## config.mk

```make
export PLATFORM = sky130hd
export DESIGN_NAME = chan_sel_mux
export DESIGN_NICKNAME = d
export VERILOG_FILES = /design/src/rtl/chan_sel_mux.sv
export SDC_FILE = /design/constraint.sdc
export NUM_CORES = 1
export LEC_CHECK = 0
export CORE_AREA = 10 10 202 204
export DETAILED_ROUTE_END_ITERATION = 10
export DIE_AREA = 0 0 212 214
export PLACE_DENSITY = 0.61
export SYNTH_ARGS = -nofsm -noshare
export SYNTH_HDL_FRONTEND = slang
export SYNTH_SLANG_ARGS = --single-unit
```

## constraint.sdc

```tcl
create_clock -name clk -period 9.15 [get_ports clk]
set_input_delay 1.3725 -clock clk [delete_from_list [all_inputs] [get_ports clk]]
set_output_delay 1.3725 -clock clk [all_outputs]
set_load 0.005 [all_outputs]
```

## src/rtl/chan_sel_mux.sv

```systemverilog
// Purpose : NCH-channel WIDTH-bit selector (direct sel or round-robin) feeding one output register.
// Latency : 1 cycle from an accepted input to out_data/out_valid; full-throughput drain/refill.
// Backpres: in_ready only on the granted channel while the register is empty or draining this cycle.
// Optional: define CHSEL_XFER_CNT_EN to add the 32-bit xfer_cnt output (accepted-transfer counter).
module chan_sel_mux #(
    parameter int               WIDTH  = 64,
    parameter int               NCH    = 7,
    parameter logic [WIDTH-1:0] DEFVAL = '0,
    localparam int              SELW   = $clog2(NCH)
) (
    input  logic                  clk,
    input  logic                  reset,
    input  logic [NCH*WIDTH-1:0]  in_data,
    input  logic [NCH-1:0]        in_valid,
    output logic [NCH-1:0]        in_ready,
    input  logic                  mode,
    input  logic [SELW-1:0]       sel,
    output logic [WIDTH-1:0]      out_data,
    output logic                  out_valid,
    input  logic                  out_ready,
    output logic [SELW-1:0]       out_chan,
    output logic                  sel_err
`ifdef CHSEL_XFER_CNT_EN
    ,
    output logic [31:0]           xfer_cnt
`endif
);

    // Output register and round-robin state
    logic [WIDTH-1:0] out_data_q, out_data_d;
    logic             out_valid_q, out_valid_d;
    logic [SELW-1:0]  out_chan_q, out_chan_d;
    logic             sel_err_q, sel_err_d;
    logic [SELW-1:0]  rr_ptr_q, rr_ptr_d;

    // Grant path
    logic             slot_free;
    logic             sel_oob;
    logic             rr_hi_vld, rr_lo_vld, rr_vld;
    logic [SELW-1:0]  rr_hi_idx, rr_lo_idx, rr_idx;
    logic             grant_vld;
    logic [SELW-1:0]  grant;
    logic [WIDTH-1:0] grant_dat;
    logic             xfer;

    // The register can take new data when empty or when being drained this cycle
    always_comb begin
        slot_free = ~out_valid_q | out_ready;
        sel_oob   = (int'(sel) >= NCH);
    end

    // Round-robin search: first valid channel above rr_ptr, else first valid at or below it
    always_comb begin
        rr_hi_vld = 1'b0;
        rr_hi_idx = '0;
        rr_lo_vld = 1'b0;
        rr_lo_idx = '0;
        for (int k = 0; k < NCH; k++) begin
            if (!rr_hi_vld && in_valid[k] && (k > int'(rr_ptr_q))) begin
                rr_hi_vld = 1'b1;
                rr_hi_idx = SELW'(k);
            end
            if (!rr_lo_vld && in_valid[k] && (k <= int'(rr_ptr_q))) begin
                rr_lo_vld = 1'b1;
                rr_lo_idx = SELW'(k);
            end
        end
        rr_vld = rr_hi_vld | rr_lo_vld;
        rr_idx = rr_hi_vld ? rr_hi_idx : rr_lo_idx;
    end

    // Grant selection: direct mode ignores in_valid for the grant itself, an out-of-range sel grants nothing
    always_comb begin
        if (!mode) begin
            grant_vld = ~sel_oob;
            grant     = sel;
        end else begin
            grant_vld = rr_vld;
            grant     = rr_idx;
        end
    end

    // One-hot ready on the granted channel and the matching data slice
    always_comb begin
        in_ready  = '0;
        grant_dat = '0;
        for (int k = 0; k < NCH; k++) begin
            if (grant_vld && (int'(grant) == k)) begin
                in_ready[k] = slot_free;
                grant_dat   = in_data[k*WIDTH +: WIDTH];
            end
        end
        xfer = |(in_ready & in_valid);
    end

    // Next-state: load on transfer, otherwise hold data/chan and drop valid when drained
    always_comb begin
        out_data_d  = out_data_q;
        out_chan_d  = out_chan_q;
        out_valid_d = out_valid_q & ~out_ready;
        rr_ptr_d    = rr_ptr_q;
        if (xfer) begin
            out_data_d  = grant_dat;
            out_chan_d  = grant;
            out_valid_d = 1'b1;
            if (mode) begin
                rr_ptr_d = grant;
            end
        end
        sel_err_d = ~mode & sel_oob;
    end

    // State registers; rr_ptr starts at the last channel so the first round-robin grant is channel 0
    always_ff @(posedge clk or negedge reset) begin
        if (!reset) begin
            out_data_q  <= DEFVAL;
            out_valid_q <= 1'b0;
            out_chan_q  <= '0;
            sel_err_q   <= 1'b0;
            rr_ptr_q    <= SELW'(NCH - 1);
        end else begin
            out_data_q  <= out_data_d;
            out_valid_q <= out_valid_d;
            out_chan_q  <= out_chan_d;
            sel_err_q   <= sel_err_d;
            rr_ptr_q    <= rr_ptr_d;
        end
    end

`ifdef CHSEL_XFER_CNT_EN
    logic [31:0] xfer_cnt_q, xfer_cnt_d;

    // Accepted-transfer counter, wraps naturally at 2^32
    always_comb begin
        xfer_cnt_d = xfer_cnt_q + {31'b0, xfer};
    end

    // Counter register
    always_ff @(posedge clk or negedge reset) begin
        if (!reset) begin
            xfer_cnt_q <= '0;
        end else begin
            xfer_cnt_q <= xfer_cnt_d;
        end
    end

    assign xfer_cnt = xfer_cnt_q;
`endif

    assign out_data  = out_data_q;
    assign out_valid = out_valid_q;
    assign out_chan  = out_chan_q;
    assign sel_err   = sel_err_q;

endmodule

```

; ---- Yosys cells after proc, flatten, opt, wreduce, memory -nomap -nowiden
; Index checks and enable logic that the tools add are counted.
[op_classes]
n_addsub = 0
mul = 0
n_div = 0
magnitude_cmp = 13
n_eq_ne = 6
shift = 0
muxes = 43
bitwise_logic = 9
reduce_logical = 44
[ops]
columns = operator, count
row1 = $mux W64, 7
row2 = $mux W3, 12
row3 = $logic_and A1 B1 Y1, 30
row4 = $mux W1, 24
row5 = $eq A3 B3 Y1 const B, 4
row6 = $logic_not A1 Y1, 11
row7 = $gt A3 B3 Y1 const A, 3
row8 = $le A3 B3 Y1 const A, 3
row9 = $and A7 B7 Y7, 1
row10 = $reduce_or A7 Y1, 1
row11 = $eq A3 B2 Y1 const B, 2
row12 = $gt A2 B3 Y1 const A, 2
row13 = $le A2 B3 Y1 const A, 2
row14 = $not A1 Y1, 4
row15 = $ge A3 B3 Y1 const B, 1
row16 = $gt A1 B3 Y1 const A, 1
row17 = $le A1 B3 Y1 const A, 1
row18 = $logic_not A3 Y1, 1
row19 = $and A1 B1 Y1, 2
row20 = $or A1 B1 Y1, 2
row21 = $reduce_and A2 Y1, 1
[totals]
regBits = 72
latch_bits = 0
ram_bits = 0
romBits = 0
in_bits = 462
out_inout_bits = 76
wordCells = 120
memories = 0

; ---- Longest topological paths before layout
; Gate-level depths: netlist of the first run.
[logic_depth]
depth_word = 36
ltp_mapped = 13
depth_no_buf = 9

; ---- Least setup slack after synthesis of the first run
; Ideal clock, no wire load.
[synth_path]
path_type = input -> output
from = input in_valid[6]
to = output in_ready[6]
arrival_time_ns = 3.699
required_time_ns = 7.777
slack_ns = 4.079
stages = 11
path_buffers = 5
cell_sequence = buf_2 or4b_1 or3_1 o2111ai_2 o221a_4 buf_4 and3_1 buf_2 buf_2 buf_2 and2_1
[synth_via]
elab_chain_len = 8
word_cells_on_any_way = 15
classes_between = eq/ne: 1 / mux: 8 / bitwise: 1 / reduce/logical: 5
[synth_lines]
columns = item, line_no
row1 = start: declaration, 14  ; input logic [NCH-1:0] in_valid,
row2 = $logic_and A1 B1 Y1 (on tied branches) (2 in a row), "63, 59"
row3 = $mux W3 (tied with other cells), 63  ; if (!rr_lo_vld && in_valid[k] && (k <= int'(rr_ptr_q))) begin
row4 = $mux W3, 69  ; rr_idx = rr_hi_vld ? rr_hi_idx : rr_lo_idx;
row5 = $mux W3, 74  ; if (!mode) begin
row6 = $eq A3 B2 Y1, 88  ; if (grant_vld && (int'(grant) == k)) begin
row7 = $logic_and A1 B1 Y1 *, 88
row8 = $mux W1 *, 88
row9 = end: declaration, 15  ; output logic [NCH-1:0] in_ready,
; Mark *: on every way between the ends. The rest lies on a longest branch, timed or not.

; ---- Worst setup path after layout of the first run
; Ends and elaborated chain as after synthesis.

==> reports/qor.yml, run 1 <==
status: "finished, final reports clean"
cts_tree: "yes"
worstMarginPinSlew_ns: 1.05
grt_pass1_vias: 10500
h-tree-depth: 3
finalCritPeriodShare: 0.733
numCtsBuffers: 9
gp_congestion: 0.877
grtUsageTotal: 0.193
ctsHoldBuffers: 0
wire_per_inst_um: 24.7
cp.required_ns: 7.78
cts.sinks: 72
synth_ff_type: "dfrtp_1"
post-place-cells: 1862
cp-start-kind: "input port"
cts-root-buf: "clkbuf_16"
finalNonFillerCells: 1878
peakVddDrop_mv: 0.109
antenna_found_initial: 0
design_area_sq_um: 12900
antenna_cells: 0
die_h_um: 214
syn_to_final_growth_pct: 84.9
coreArea_sq_um: 37000
post_dp_cell_area_sq_um: 12600
max_slew_margin: 0.301
vias: 10000
final_nets: 1861
drt_iter0_markers: 688
total_power_mw: 3.29
end_kind: "primary output"
finalMaxSlewViolations: 0
period_minus_slack_ns: 6.71
die_area_sq_um: 45400
synth-warning-count: 0
ant_nets: 0
setup-tns-final_ns: 0
clockBufferDepth: 2
hpwl_um: 34700
path_class: "input port to primary output"
overflow: 0
rsz0062_at_grt: "false"
row_count: 71
path_clk_slew_ns: 0.06
layout-drive-gt1-share: 0.0434
wirelength_um: 46400
fillers: 3920
clk_latency_ns: 0.35
synth.top_cell.area_share: 0.250
synth_area_sq_um: 7000
avgSynthCellArea_sq_um: 7.39
cts_setup_buffers: 0
cp_max_fo: 60
num_io_pins: 538
fmax_mhz: 149
synthArstFlopShare: 1.00
hold_viol: 0
synth_area_leaders: "dfrtp_1 25%, a21oi_1 14%, a22o_1 8.0%"
clock_skew_ns: 0.0148
hold_class: "flip-flop to flip-flop"
cp_data_arrival_time_ns: 5.33
setup_viol: 0
ys_seq_area_frac: 0.258
yosysTopAreaCell: "dfrtp_1"
grt_pass1_wl_um: 67900
synth_cells: 948
maxCapViolCount: 0
drc: 0
cts_resized: 0
ys_ff_latch: 72
grt_start_max_net_pins: 73
synth-edff-count: 0
start_util: 0.189
die_w_um: 212
viasPerCell: 5.33
p_leak_nw: 4.67
ys_types: 68
first_pass_iters: 5
port_buffers: 537
synth_nets: 1410
power.density_nw_per_um2: 254
-- cell families (layout without fill, tap and decap cells) --
kind of cell | after synthesis | count (layout) | synth area share
AO/OA/AOI/OAI | 549 | 549 | 0.522
AND/OR/NAND/NOR | 196 | 196 | 0.132
buffers and inverters | 125 | 581 | 0.0788
flip-flops | 72 | 72 | 0.258
multiplexers | 5 | 5 | 0.00786
adder cells (fa/ha/maj) | 1 | 1 | 0.00143
-- final cells by class --
| class | count | area, sq um | share of cell area |
|---|---|---|---|
| Clock buffer | 11 | 253 | 0.0195 |
| Clock inverter | 5 | 55.1 | 0.00425 |
| Inverter | 13 | 48.8 | 0.00377 |
| Multi-Input combinational cell | 751 | 4710 | 0.364 |
| Sequential cell | 72 | 1800 | 0.139 |
| Tap cell | 474 | 593 | 0.0458 |
| Timing Repair Buffer | 552 | 5490 | 0.424 |
-- sequential cells by signal, summed over array words and instances, names as in the netlist --
register / cells
out_valid: 1
out_data: 64
rr_ptr_q: 3
out_chan: 3
sel_err: 1
-- Yosys cell counts (2+ instances only) --
cell	number
a211o_1	59
a211oi_1	2
a21boi_0	2
a21oi_1	191
a221oi_1	5
a22o_1	64
a22oi_1	59
a2bb2oi_1	2
a31oi_1	61
a32o_1	4
and2_1	3
and3_1	3
and4_1	2
buf_1	2
buf_2	39
buf_4	5
buf_6	2
clkbuf_1	64
dfrtp_1	70
dfstp_2	2
inv_1	13
mux2_2	3
nand2_1	86
nand2_2	2
nand2b_1	6
nand3_1	64
nor2_1	8
nor2b_1	3
nor3_1	6
o2111ai_1	2
o211a_1	2
o211ai_1	3
o21ai_0	67
o31ai_1	2
o32a_1	3
or3_1	5
-- final timing paths --
| path | start | endpoint | slack, ns | cells past startpoint |
|---|---|---|---|---|
| setup / recovery | in_valid[6] | in_ready[6] | 2.44 | 8 |
| hold / removal | out_data[20]$_DFFE_PN0P_ | out_data[20]$_DFFE_PN0P_ | 0.49 | 1 |
| setup reg to reg | rr_ptr_q[2]$_DFFE_PN1P_ | out_data[31]$_DFFE_PN0P_ | 3.72 | 11 |
| hold reg to reg | out_data[20]$_DFFE_PN0P_ | out_data[20]$_DFFE_PN0P_ | 0.49 | 1 |
| max in group asynchronous | reset | out_data[34]$_DFFE_PN0P_ | 7.26 | 1 |
| min in group asynchronous | reset | out_data[63]$_DFFE_PN0P_ | 1.23 | 1 |
-- layout by cell type (no fill, tap or decap), types with 3 or more instances in the layout --
cell type and count:
clkdlybuf4s50_1 536, o32a_1 3, a31oi_1 61, a22oi_1 59, a21oi_1 191, a211o_1 59
a221oi_1 5, nand3_1 64, mux2_2 3, nand2b_1 5, dfrtp_1 70, o211ai_1 3
inv_1 13, nor2_4 3, nor2_1 6, nor3_1 6, nor2b_1 3, clkbuf_16 9
a22o_1 64, nand2_1 85, o21ai_0 67, buf_4 16, a32o_1 4, or3_1 5
-- per-stage QoR --
| stage | utilization | hold WS [ns] | setup WS (ns) |
|---|---|---|---|
| 2_1_floorplan | - | 0.483 | 4.08 |
| 3_3_place_gp | 0.341 | 0.475 | 2.27 |
| 3_5_place_dp | 0.341 | 0.486 | 2.21 |
| 4_1_cts | 0.350 | 0.499 | 2.40 |
| 5_1_grt | 0.350 | 0.510 | 2.18 |
| 6_report | 0.350 | 0.492 | 2.44 |
-- power by group --
| group | switching (mW) | total [mW] | internal, mW |
|---|---|---|---|
| combinational | 1.27 | 2.30 | 1.03 |
| clock | 0.151 | 0.376 | 0.225 |
| sequential | 0.119 | 0.614 | 0.495 |
-- critical path, stage by stage --
cell and delay (ns):
clkdlybuf4s50_1 0.67, or4b_1 0.45, or3_1 0.39, o2111ai_2 0.23
o221a_4 0.63, and3_4 0.83, and2_1 0.22, clkdlybuf4s50_1 0.50
-- metal layers --
| layer | vias to the layer above | wire length [um] | global-route usage |
|---|---|---|---|
| li1 | 4590 | - | - |
| met3 | 59 | 3860 | 0.0484 |
| met5 | - | 0 | 0 |
| met1 | 4830 | 17900 | 0.218 |
| met4 | 0 | 1220 | 0.0609 |
| met2 | 523 | 23400 | 0.347 |
Note: power is estimated with default switching activity, not from simulation.
==> run 2, diff against run 1 <==
==> constraint.sdc (replaced) <==
create_clock -name clk -period 6.5 [get_ports clk]
set_input_delay 0.975 -clock clk [delete_from_list [all_inputs] [get_ports clk]]
set_output_delay 0.975 -clock clk [all_outputs]
set_load 0.005 [all_outputs]
==> run 2 against run 1 <==
Clock skew shrank 0.0039 ns. Hold slack gained 0.0024 ns. Register-to-register slack lost 1.6 ns. Design area grew 0.37%. Die area is the same. Count of clock-buffer cells in the layout grew 2. Flip-flop and latch count is the same. Global-route usage grew 0.66 points.
==> reports/qor.yml, run 2 (same netlist as run 1, synthesis figures left out) <==
status: "finished, final reports clean"
ant_nets: 0  # unchanged
power.density_nw_per_um2: 362  # +42%
rsz0062_at_grt: "false"
worstRegToRegCells: 10  # -1
maxCapViolCount: 0  # unchanged
hold_viol: 0  # unchanged
cp.required_ns: 5.52  # -2.26 ns
clock_skew_ns: 0.0109  # -0.00388 ns
cp_max_fo: 42  # -30%
num_io_pins: 538  # unchanged
cpLargestDelayFamily: "buffers and inverters"
path_common_cell: "clkdlybuf4s50_1"
max_slew_margin: 0.254  # -0.0470
hold_end: "out_data[7]$_DFFE_PN0P_"
finalCritPeriodShare: 0.851
drt_iter0_markers: 963  # +40%
coreArea_sq_um: 37000  # unchanged
min_from: "out_data[7]$_DFFE_PN0P_"
layout-drive-gt1-share: 0.0447  # +0.00130
final_cell_mix: "536 x clkdlybuf4s50_1, 191 x a21oi_1, 85 x nand2_1"
gp_congestion: 0.921  # +5.1%
antenna_found_initial: 0  # unchanged
slowest_delay_ns: 0.66  # -0.17 ns
critPathBufInv: 3  # +1
hold_path_depth: 1  # unchanged
setup_viol: 0  # unchanged
cts-root-buf: "clkbuf_16"
fillers: 3854  # -1.7%
final_common_cell: "clkdlybuf4s50_1"
fmax_mhz: 181
fin_ws_ns: 0.966  # -1.48 ns
grt_pass1_vias: 10700  # +2.3%
grt_start_max_net_pins: 74  # +1.4%
hold_class: "flip-flop to flip-flop"
ctsHoldBuffers: 0  # unchanged
end_kind: "primary output"
cts_tree: "yes"
grtUsageTotal: 0.200  # +0.00665
cp-start-kind: "input port"
finalNonFillerCells: 1882  # +0.21%
path_cells: "clkdlybuf4s50_1 > or4b_1 > or3_1 > o2111ai_2 > o221a_4 > buf_4 > nor3_1 > clkdlybuf4s50_1"
period_minus_slack_ns: 5.53
peakVddDrop_mv: 0.276  # +150%
start_util: 0.189  # unchanged
overflow: 0  # unchanged
first_pass_iters: 8  # +3
crit_path_top_delay_cell: "clkdlybuf4s50_1"
cts.sinks: 72  # unchanged
row_count: 71  # unchanged
cts_resized: 0  # unchanged
drc: 0  # unchanged
grt_pass1_wl_um: 69500  # +2.3%
wire_per_inst_um: 25.7  # +3.9%
post_dp_cell_area_sq_um: 12700  # +0.44%
die_h_um: 214  # unchanged
p_leak_nw: 4.70  # +0.63%
die_area_sq_um: 45400  # unchanged
post-place-cells: 1866  # +0.21%
regToRegStartpoint: "rr_ptr_q[2]$_DFFE_PN1P_"
finalMaxSlewViolations: 0  # unchanged
port_buffers: 537  # unchanged
numCtsBuffers: 9  # unchanged
wirelength_um: 48300  # +4.1%
largest_reg_flops: 64  # unchanged
hpwl_um: 35500  # +2.1%
worstReg2RegEnd: "rr_ptr_q[0]$_DFFE_PN0P_"
clockBufferDepth: 2  # unchanged
place_ws_ns: 0.932  # -1.28 ns
setup-tns-final_ns: 0  # unchanged
cts_setup_buffers: 0  # unchanged
clk_latency_ns: 0.36  # about the same
worstMarginPinSlew_ns: 1.12  # +0.0705 ns
design_area_sq_um: 13000  # +0.37%
syn_to_final_growth_pct: 85.5
path_class: "input port to primary output"
cp_num_cells: 8  # unchanged
reg2reg_slack_ns: 2.14  # -1.58 ns
die_w_um: 212  # unchanged
viasPerCell: 5.50  # +3.3%
cp_data_arrival_time_ns: 4.56  # -0.77 ns
antenna_cells: 0  # unchanged
h-tree-depth: 3  # unchanged
final_nets: 1865  # +0.21%
vias: 10400  # +3.6%
path_clk_slew_ns: 0.06  # about the same
utilization: 0.351  # +0.00128
-- run 2: cell types whose count changed in the layout (fill, tap and decap cells not counted), sizes merged --
cell / previous run / this run
clkbuf: 11 / 13
buf: 16 / 20
clkinvlp: 2 / 0
-- run 2: layout make-up --
class,instances,area (sq um),share of cell area
repair buffers,556,5540,0.426
multi-input cells,751,4710,0.362
well taps,474,593,0.0456
flip-flops and latches,72,1800,0.139
clock inverters,3,40.0,0.00308
inverters,13,48.8,0.00376
clock buffers,13,260,0.0200
-- run 2: routing by layer --
| metal | wire length [um] | global-route usage | share of wire |
|---|---|---|---|
| met3 | 5230 | 0.0617 | 0.11 |
| met5 | 0 | 0 | 0 |
| met2 | 23300 | 0.336 | 0.48 |
| met1 | 18000 | 0.227 | 0.37 |
| met4 | 1800 | 0.0909 | 0.037 |
-- run 2: through the flow --
step	total power, mW	hold WS (ns)
6_report	4.70	0.494
5_1_grt	5.00	0.514
4_1_cts	4.71	0.502
3_5_place_dp	4.14	0.487
3_3_place_gp	4.10	0.477
2_1_floorplan	2.65	0.483
-- run 2: power by group --
group	switching, mW	total, mW	leakage (nW)	internal (mW)
clock	0.225	0.543	0.150	0.318
combinational	1.82	3.29	3.71	1.47
sequential	0.169	0.866	0.833	0.697
-- run 2: how the worst max path moves through the flow --
stage,start,to
after floorplan,in_valid[6],in_ready[6]
after global placement,in_valid[6],rr_ptr_q[0]$_DFFE_PN0P_
after detailed placement,in_valid[3],out_data[18]$_DFFE_PN0P_
after CTS,in_valid[3],in_ready[0]
after global routing,in_valid[6],in_ready[0]
final,in_valid[6],in_ready[0]
-- run 2: worst register-to-register path, cell delays in order, from the launching register on --
cell and delay [ns]:
dfstp_2 0.72, nand2_1 0.15, or3_1 0.44, o2111ai_2 0.24
o221a_4 0.57, nand2_2 0.18, nor2_2 0.25, a221o_2 0.21
buf_4 0.67, nand2_1 0.42, o32a_1 0.41
==> run 3, diff against run 2 <==
--- a/config.mk
+++ b/config.mk
@@ -8,7 +8,7 @@
 export CORE_AREA = 10 10 202 204
 export DETAILED_ROUTE_END_ITERATION = 10
 export DIE_AREA = 0 0 212 214
-export PLACE_DENSITY = 0.61
+export PLACE_DENSITY = 0.54
 export SYNTH_ARGS = -nofsm -noshare
 export SYNTH_HDL_FRONTEND = slang
 export SYNTH_SLANG_ARGS = --single-unit
==> run 3 against run 2 <==
Count of clock-buffer cells in the layout fell by 3. Combinational power is 2% higher. Total power increased by 1.5%. Flip-flop and latch count is the same. Clock skew increased by 0.0048 ns. Via count down 2.5%. Register-to-register slack improved by 0.09 ns. Global-route usage is essentially flat. Core utilization up 0.24 points. Highest routed layer is now met5.
==> reports/qor.yml, run 3 (same netlist as run 1, synthesis figures left out) <==
syn_to_final_growth_pct: 86.8
critPathBufInv: 2  # -1
finalNonFillerCells: 1887  # +0.27%
hold_path_depth: 1  # unchanged
grtUsageTotal: 0.200  # about the same
hold_viol: 0  # unchanged
hold_class: "flip-flop to flip-flop"
path_clk_slew_ns: 0.06  # about the same
cpLargestDelayFamily: "simple AND/OR/NAND/NOR gates"
post-place-cells: 1870  # +0.21%
multi_input_area_sq_um: 4720  # +0.21%
wirelength_um: 48200  # -0.28%
grt_pass1_vias: 10600  # -1.3%
path_common_cell: "clkdlybuf4s50_1"
coreArea_sq_um: 37000  # unchanged
utilization: 0.353  # +0.00240
clock_skew_ns: 0.0158  # +0.00483 ns
die_area_sq_um: 45400  # unchanged
period_minus_slack_ns: 5.36  # -0.176 ns
finalCritPeriodShare: 0.824  # -0.0270
drc: 0  # unchanged
num_io_pins: 538  # unchanged
antenna_found_initial: 3  # +3
max_slew_margin: 0.272  # +0.0175
vias: 10100  # -2.5%
drt_iter0_markers: 725  # -25%
gp_congestion: 0.946  # +2.7%
numCtsBuffers: 9  # unchanged
ant_nets: 0  # unchanged
status: "finished, final reports clean"
hold_slack_ns: 0.493  # -0.00146 ns
final_nets: 1869  # +0.21%
worstReg2RegEnd: "out_data[51]$_DFFE_PN0P_"
hold_end: "out_data[7]$_DFFE_PN0P_"
cp_max_fo: 45  # +7.1%
h-tree-depth: 3  # unchanged
rsz0062_at_grt: "false"
layout-drive-gt1-share: 0.0482  # +0.00341
wire_per_inst_um: 25.5  # -0.54%
regArea_sq_um: 1800  # unchanged
grt_pass1_wl_um: 69300  # -0.17%
ctsHoldBuffers: 0  # unchanged
cp.required_ns: 5.52  # about the same
maxCapViolCount: 0  # unchanged
overflow: 0  # unchanged
die_w_um: 212  # unchanged
port_buffers: 537  # unchanged
die_h_um: 214  # unchanged
fillers: 3873  # +0.49%
viasPerCell: 5.35  # -2.7%
cp-start-kind: "input port"
p_leak_nw: 4.73  # +0.68%
clockBufferDepth: 2  # unchanged
start_util: 0.189  # unchanged
setup_viol: 0  # unchanged
finalMaxSlewViolations: 0  # unchanged
worstRegToRegCells: 10  # unchanged
cts_tree: "yes"
path_class: "input port to primary output"
clk_latency_ns: 0.35  # about the same
cts-root-buf: "clkbuf_16"
cts.sinks: 72  # unchanged
reg2reg_slack_ns: 2.23  # +0.09 ns
worstMarginPinSlew_ns: 1.09  # -0.0262 ns
end_kind: "primary output"
first_pass_iters: 7  # -1
power.density_nw_per_um2: 365  # +0.85%
grt_start_max_net_pins: 73  # -1.4%
cp_data_arrival_time_ns: 4.38  # -0.18 ns
cts_setup_buffers: 0  # unchanged
cts_resized: 0  # unchanged
path_cells: "clkdlybuf4s50_1 > or4b_1 > or3_1 > o2111ai_2 > o221a_4 > and3_4 > and2_1 > clkdlybuf4s50_1"
final_common_cell: "clkdlybuf4s50_1"
crit_path_top_delay_cell: "clkdlybuf4s50_1"
min_from: "out_data[7]$_DFFE_PN0P_"
setup-tns-final_ns: 0  # unchanged
peakVddDrop_mv: 0.194  # -30%
row_count: 71  # unchanged
final_cell_mix: "536 x clkdlybuf4s50_1, 191 x a21oi_1, 85 x nand2_1"
largest_reg_flops: 64  # unchanged
slowest_delay_ns: 0.66  # about the same
fmax_mhz: 187  # +3.3%
hpwl_um: 36400  # +2.4%
regToRegStartpoint: "rr_ptr_q[2]$_DFFE_PN1P_"
[run 3: cell types whose count changed in the layout (fill, tap and decap cells not counted), moves of 2 or more]
cell and delta:
buf_12 +2, buf_4 +2, clkinvlp_4 +2, clkinv_2 -2, clkbuf_8 -2
[run 3: power breakdown]
group          internal, mW  total, mW  switching, mW
combinational          1.49       3.34           1.85
clock                 0.339      0.571          0.232
sequential            0.696      0.862          0.167
[run 3: worst max path at each step]
stage,start,endpoint,cells after the start
6_report,in_valid[6],in_ready[6],8
5_1_grt,in_valid[6],in_ready[3],8
4_1_cts,in_valid[6],in_ready[6],8
3_5_place_dp,in_valid[6],out_data[51]$_DFFE_PN0P_,11
3_3_place_gp,in_valid[6],out_data[9]$_DFFE_PN0P_,11
2_1_floorplan,in_valid[6],in_ready[6],11
[run 3: area by class of cell]
cell class | instances | share of cell area
timing repair buffer | 560 | 0.428
multi-input combinational | 751 | 0.361
clock buffer | 10 | 0.0175
tap | 474 | 0.0453
inverter | 13 | 0.00373
sequential | 72 | 0.138
antenna | 1 | 0.000191
clock inverter | 6 | 0.00708
[run 3: metal layers]
layer | routed length, um | track usage | share of wire | vias to the layer above
met5 | 32 | 0 | 0.00066 | -
met4 | 1300 | 0.0635 | 0.027 | 4
met3 | 4340 | 0.0583 | 0.090 | 67
met2 | 23700 | 0.348 | 0.49 | 527
met1 | 18800 | 0.229 | 0.39 | 4890
li1 | - | - | - | 4613
[run 3: through the flow]
step / area (sq um) / setup WS [ns] / total power [mW]
after floorplan: 7000 / 2.22 / 2.65
after global placement: 12800 / 1.08 / 4.21
after detailed placement: 12800 / 1.04 / 4.22
after CTS: 13100 / 1.14 / 4.82
after global routing: 13100 / 1.01 / 5.10
final: 13100 / 1.14 / 4.77
